File: src/rtl/secded_codec.sv
// 64-bit SECDED (72,64) encoder and decoder.
// Codeword layout: [63:0] data, [70:64] Hamming check bits, [71] overall parity.
module secded_codec (
  input  logic        CLK,
  input  logic        RST,
  input  logic [63:0] R_DATA,
  output logic [71:0] E_DATA,
  input  logic [71:0] C_DATA,
  output logic [71:0] D_DATA,
  output logic        ERR,
  output logic        S_ERR,
  output logic        D_ERR
);

  // Each set data bit contributes its Hamming position to the check vector.
  function automatic logic [6:0] check_bits(input logic [63:0] d);
    logic [6:0] c;
    logic [5:0] j;
    c = '0;
    j = '0;
    for (int p = 3; p < 72; p++) begin
      if ((p & (p - 1)) != 0) begin
        if (d[j]) c = c ^ 7'(p);
        j = j + 6'd1;
      end
    end
    return c;
  endfunction

  // Map a syndrome to the codeword bit it names; zero selects bit 71.
  function automatic logic [71:0] flip_mask(input logic [6:0] s);
    logic [71:0] m;
    logic [5:0]  j;
    logic [2:0]  k;
    m = '0;
    j = '0;
    k = '0;
    if (s == 7'd0) m[71] = 1'b1;
    for (int p = 1; p < 72; p++) begin
      if ((p & (p - 1)) == 0) begin
        if (s == 7'(p)) m[{4'b1000, k}] = 1'b1;
        k = k + 3'd1;
      end else begin
        if (s == 7'(p)) m[{1'b0, j}] = 1'b1;
        j = j + 6'd1;
      end
    end
    return m;
  endfunction

  logic [6:0]  enc_c;
  logic [71:0] enc_cw;
  logic [6:0]  syn;
  logic        par;
  logic        single;
  logic        double;
  logic [71:0] dec_cw;

  always_comb begin
    enc_c  = check_bits(R_DATA);
    enc_cw = {^{enc_c, R_DATA}, enc_c, R_DATA};
  end

  always_comb begin
    syn    = check_bits(C_DATA[63:0]) ^ C_DATA[70:64];
    par    = ^C_DATA;
    single = par && (syn < 7'd72);
    double = par ? (syn >= 7'd72) : (syn != 7'd0);
    dec_cw = C_DATA;
    if (single) dec_cw = C_DATA ^ flip_mask(syn);
  end

  always_ff @(posedge CLK) begin
    if (RST) begin
      E_DATA <= '0;
      D_DATA <= '0;
      ERR    <= 1'b0;
      S_ERR  <= 1'b0;
      D_ERR  <= 1'b0;
    end else begin
      E_DATA <= enc_cw;
      D_DATA <= dec_cw;
      ERR    <= single | double;
      S_ERR  <= single;
      D_ERR  <= double;
    end
  end

endmodule

File: config.mk
export PLATFORM = sky130hd
export DESIGN_NAME = secded_codec
export DESIGN_NICKNAME = d
export VERILOG_FILES = /design/src/rtl/secded_codec.sv
export SDC_FILE = /design/constraint.sdc
export NUM_CORES = 1
export LEC_CHECK = 0
export CAP_MARGIN = 20
export CORE_MARGIN = 4
export CORE_UTILIZATION = 35
export DETAILED_ROUTE_END_ITERATION = 16
export PLACE_DENSITY = 0.67
export SETUP_SLACK_MARGIN = 0.5
export SYNTH_ARGS = -nofsm -noshare
export SYNTH_HDL_FRONTEND = slang
export SYNTH_SLANG_ARGS = --single-unit
File: constraint.sdc
create_clock -name CLK -period 5.5 [get_ports CLK]
set_input_delay 1.1 -clock CLK [delete_from_list [all_inputs] [get_ports CLK]]
set_output_delay 1.1 -clock CLK [all_outputs]
set_load 0.1 [all_outputs]
==> run_results.csv <==
group,metric,value,unit
power,p_leak,4.73,nW
power,internal_power,3.32,mW
power,p_sw,3.68,mW
flow_run,max_cap_viol_count,0,
cells_and_area,final_common_cell,"clkdlybuf4s50_1",
floorplanning,die-width,165,microns
timing,setup-tns-final,0,ns
power,vdd_ir_drop_max,0.000959,V
placed_design,place.detailed.hpwl,22100,microns
clock_tree,cts.root.buffer_cell,"clkbuf_16",
cells_and_area,antenna-diode-count,0,
floorplanning,die_area,27200,sq um
power,switching_share,52.6,%
clock_tree,clk_pin_slew_worst_paths,0.07,ns
route,drt_first_iter_violations,362,
power,share_of_total_power_in_combinational_logic,65.7,%
yosys,sequential_to_total_area_share_from_yosys_stat,34.1,%
cells_and_area,area_delta_synth_final,42.8,%
timing,tightest_slew_margin_relative_to_the_limit,29.0,%
grt,number_of_global_route_vias_before_repair,6819,
cells_and_area,num-fill-cells,2245,
floorplanning,initial_cell_density_of_the_core,35.5,%
grt,maximum_number_of_pins_on_one_net_before_global_route_repair,114,
timing,final_min_period_over_clock_period,83.0,%
timing,timing_worst_slew_pin_value,1.06,ns
critical_path,cp-end-kind,"register",
yosys,ys_types,34,
cells_and_area,post_route_cells_drive_above_1_share,6.80,%
floorplanning,floorplan.io_pins,285,
yosys,syn-num-nets,965,
yosys,postSynthAreaPerCell,10.4,sq um
yosys,netlist.area_leader.share,34.1,%
cells_and_area,final_nets,1228,
grt,globalRouteTotalUtil,20.3,%
critical_path,cp_max_fo,22,
grt,grt_first_pass_wirelength,41200,microns
clock_tree,post_cts.resized_instances,0,
timing,final-hold-violation-count,0,
placed_design,finalWeightedCongestion,0.839,
critical_path,path_cells,"clkdlybuf4s50_1 -> xnor3_2 -> xnor2_2 -> xnor2_1 -> xnor3_1 -> xnor2_1 -> xnor2_2 -> buf_4 -> nor4_1 -> mux2_1",
clock_tree,cts_hold_repair.buffers,0,
clock_tree,cts_tree,"yes",
grt,grt_overflow_total,0,
yosys,synth_seq_cells,147,
route,drt-total-wl,28300,microns
clock_tree,clock_tree.htree_level_count,4,
run_status,status,"complete, no violations",
yosys,synthesis.yosys.warnings,0,
clock_tree,clockBufferDepth,2,
hold_path,timing.hold.worst.class,"in2reg",
cells_and_area,postLayoutCoreUtil,50.7,%
floorplanning,rows,57,
floorplanning,die_height,165,microns
grt,antenna_found_initial,0,
critical_path,worst_ep_required_time,5.81,ns
route,drc_errors,0,
critical_path,worst-setup-path-type,"in2reg",
yosys,post_synth_inst_count,827,
route,postRouteAntennaNets,0,
hold_path,min_path_cells,2,
route,routed-via-count,6794,
critical_path,worstPathArrival,4.87,ns
timing,fmax,0.219,GHz
cells_and_area,total_area_of_sequential_cells,2940,sq um
clock_tree,cts_buf_count,17,
timing,post-route-min-period,4.57,ns
critical_path,worst_path_largest_cell_delay,0.85,ns
floorplanning,fp.coreArea,24300,sq um
route,via_per_inst,4.76,
cells_and_area,multi_input_area,5470,sq um
timing,drv_slew,0,
timing,final-setup-viol-count,0,
route,wl_per_cell,19.8,microns
power,power.share.clock,17.1,%
yosys,synth_top_cells_by_area,"dfxtp_1, xnor2_1, xnor3_1, nor2b_1, mux2_1",
power,seq_power_share,17.3,%
timing,rsz0062_at_grt,"no",
hold_path,holdPathEnd,"E_DATA[49]",
critical_path,crit_path_top_delay_cell,"xnor2_2",
clock_tree,post_cts.repair.setup_buffers,0,
placed_design,numPortBuffers,284,
power,power_density,568,nW/um^2
hold_path,min_from,"R_DATA[49]",
cells_and_area,layout.cells.most_common_list,"clkdlybuf4s50_1, xnor2_1, dfxtp_1, nor2b_1, nor2_1",
clock_tree,cts_sinks,147,
critical_path,timing.critical_path.from_type,"input port",
route,drt-pass1-iter-count,4,
yosys,synth_top_cell_by_area,"dfxtp_1",
yosys,synth.cell_area,8630,sq um
[power groups by stage]
stage               clock, mW  sequential, mW  combinational (mW)
floorplan                   0            1.98                2.87
global placement            0            1.24                4.60
detailed placement          0            1.24                4.59
CTS                      1.22            1.21                4.59
global route             1.26            1.22                4.86
finish                   1.20            1.21                4.60
[flip-flops by register name, summed over array words and instances (netlist names)]
| register | cells |
|---|---|
| S_ERR | 1 |
| E_DATA | 72 |
| ERR | 1 |
| D_DATA | 72 |
| D_ERR | 1 |
[kinds of logic (layout without fill, tap and decap cells)]
| kind of cell | after synthesis | in the layout | synth area share [%] |
|---|---|---|---|
| buf+inv | 49 | 325 | 2.68 |
| flops | 147 | 147 | 34.1 |
| simple gates | 301 | 301 | 20.1 |
| xor+xnor | 245 | 245 | 33.3 |
| mux | 64 | 64 | 8.35 |
| compound gates | 21 | 21 | 1.48 |
[per-layer routing]
metal,up-vias,part of all wire [%],track usage [%]
met5,-,0,0
met4,0,1.8,5.10
met3,25,9.1,6.60
met2,282,48,34.4
met1,3187,41,25.0
li1,3300,-,-
[synthesized netlist by cell type, drive strengths merged]
library cell	instances
and2	2
or2	1
o31ai	8
xnor2	169
nand3b	1
nor3	2
dfxtp	147
mux2	64
nor4	64
xnor3	43
a211oi	1
nor2b	129
inv	2
nand3	16
xor3	1
xor2	32
o21ai	2
or4	8
nor2	73
nand2b	2
clkbuf	31
buf	16
a21oi	10
nand2	2
and2b	1
[final cells by class]
cell class | count | area share [%]
inverter | 2 | 0.0609
clock inverter | 13 | 1.14
timing repair buffer | 291 | 23.6
tap | 324 | 3.29
multi-input combinational | 631 | 44.4
sequential | 147 | 23.9
clock buffer | 19 | 3.67
[per-stage QoR]
step           hold slack [ns]  setup WS [ns]  cells  cell area [sq um]  power [mW]
2_1_floorplan             1.23           1.75    827               8630        4.85
3_3_place_gp              1.68          0.635   1395              11700        5.84
3_5_place_dp              1.68          0.599   1395              11700        5.82
4_1_cts                   1.23           1.00   1427              12300        7.02
5_1_grt                   1.26          0.768   1427              12300        7.35
6_report                  1.26          0.934   1427              12300        7.00
[worst max-delay path, delay by kind of cell]
family / cells / cell delay (ns)
buf+inv: 2 / 0.93
mux: 1 / 0.36
simple gates: 1 / 0.09
xor+xnor: 6 / 2.37
[worst max path at each step]
stage	startpoint	end	slack, ns	depth (start not counted)
2_1_floorplan	C_DATA[49]	D_DATA[10]	1.75	9
3_3_place_gp	C_DATA[49]	D_DATA[44]	0.64	8
3_5_place_dp	C_DATA[40]	D_DATA[71]	0.60	10
4_1_cts	C_DATA[40]	D_DATA[71]	1.00	10
5_1_grt	C_DATA[40]	D_DATA[71]	0.77	10
6_report	C_DATA[40]	D_DATA[71]	0.93	10
Note: power is estimated with default switching activity, not from simulation.
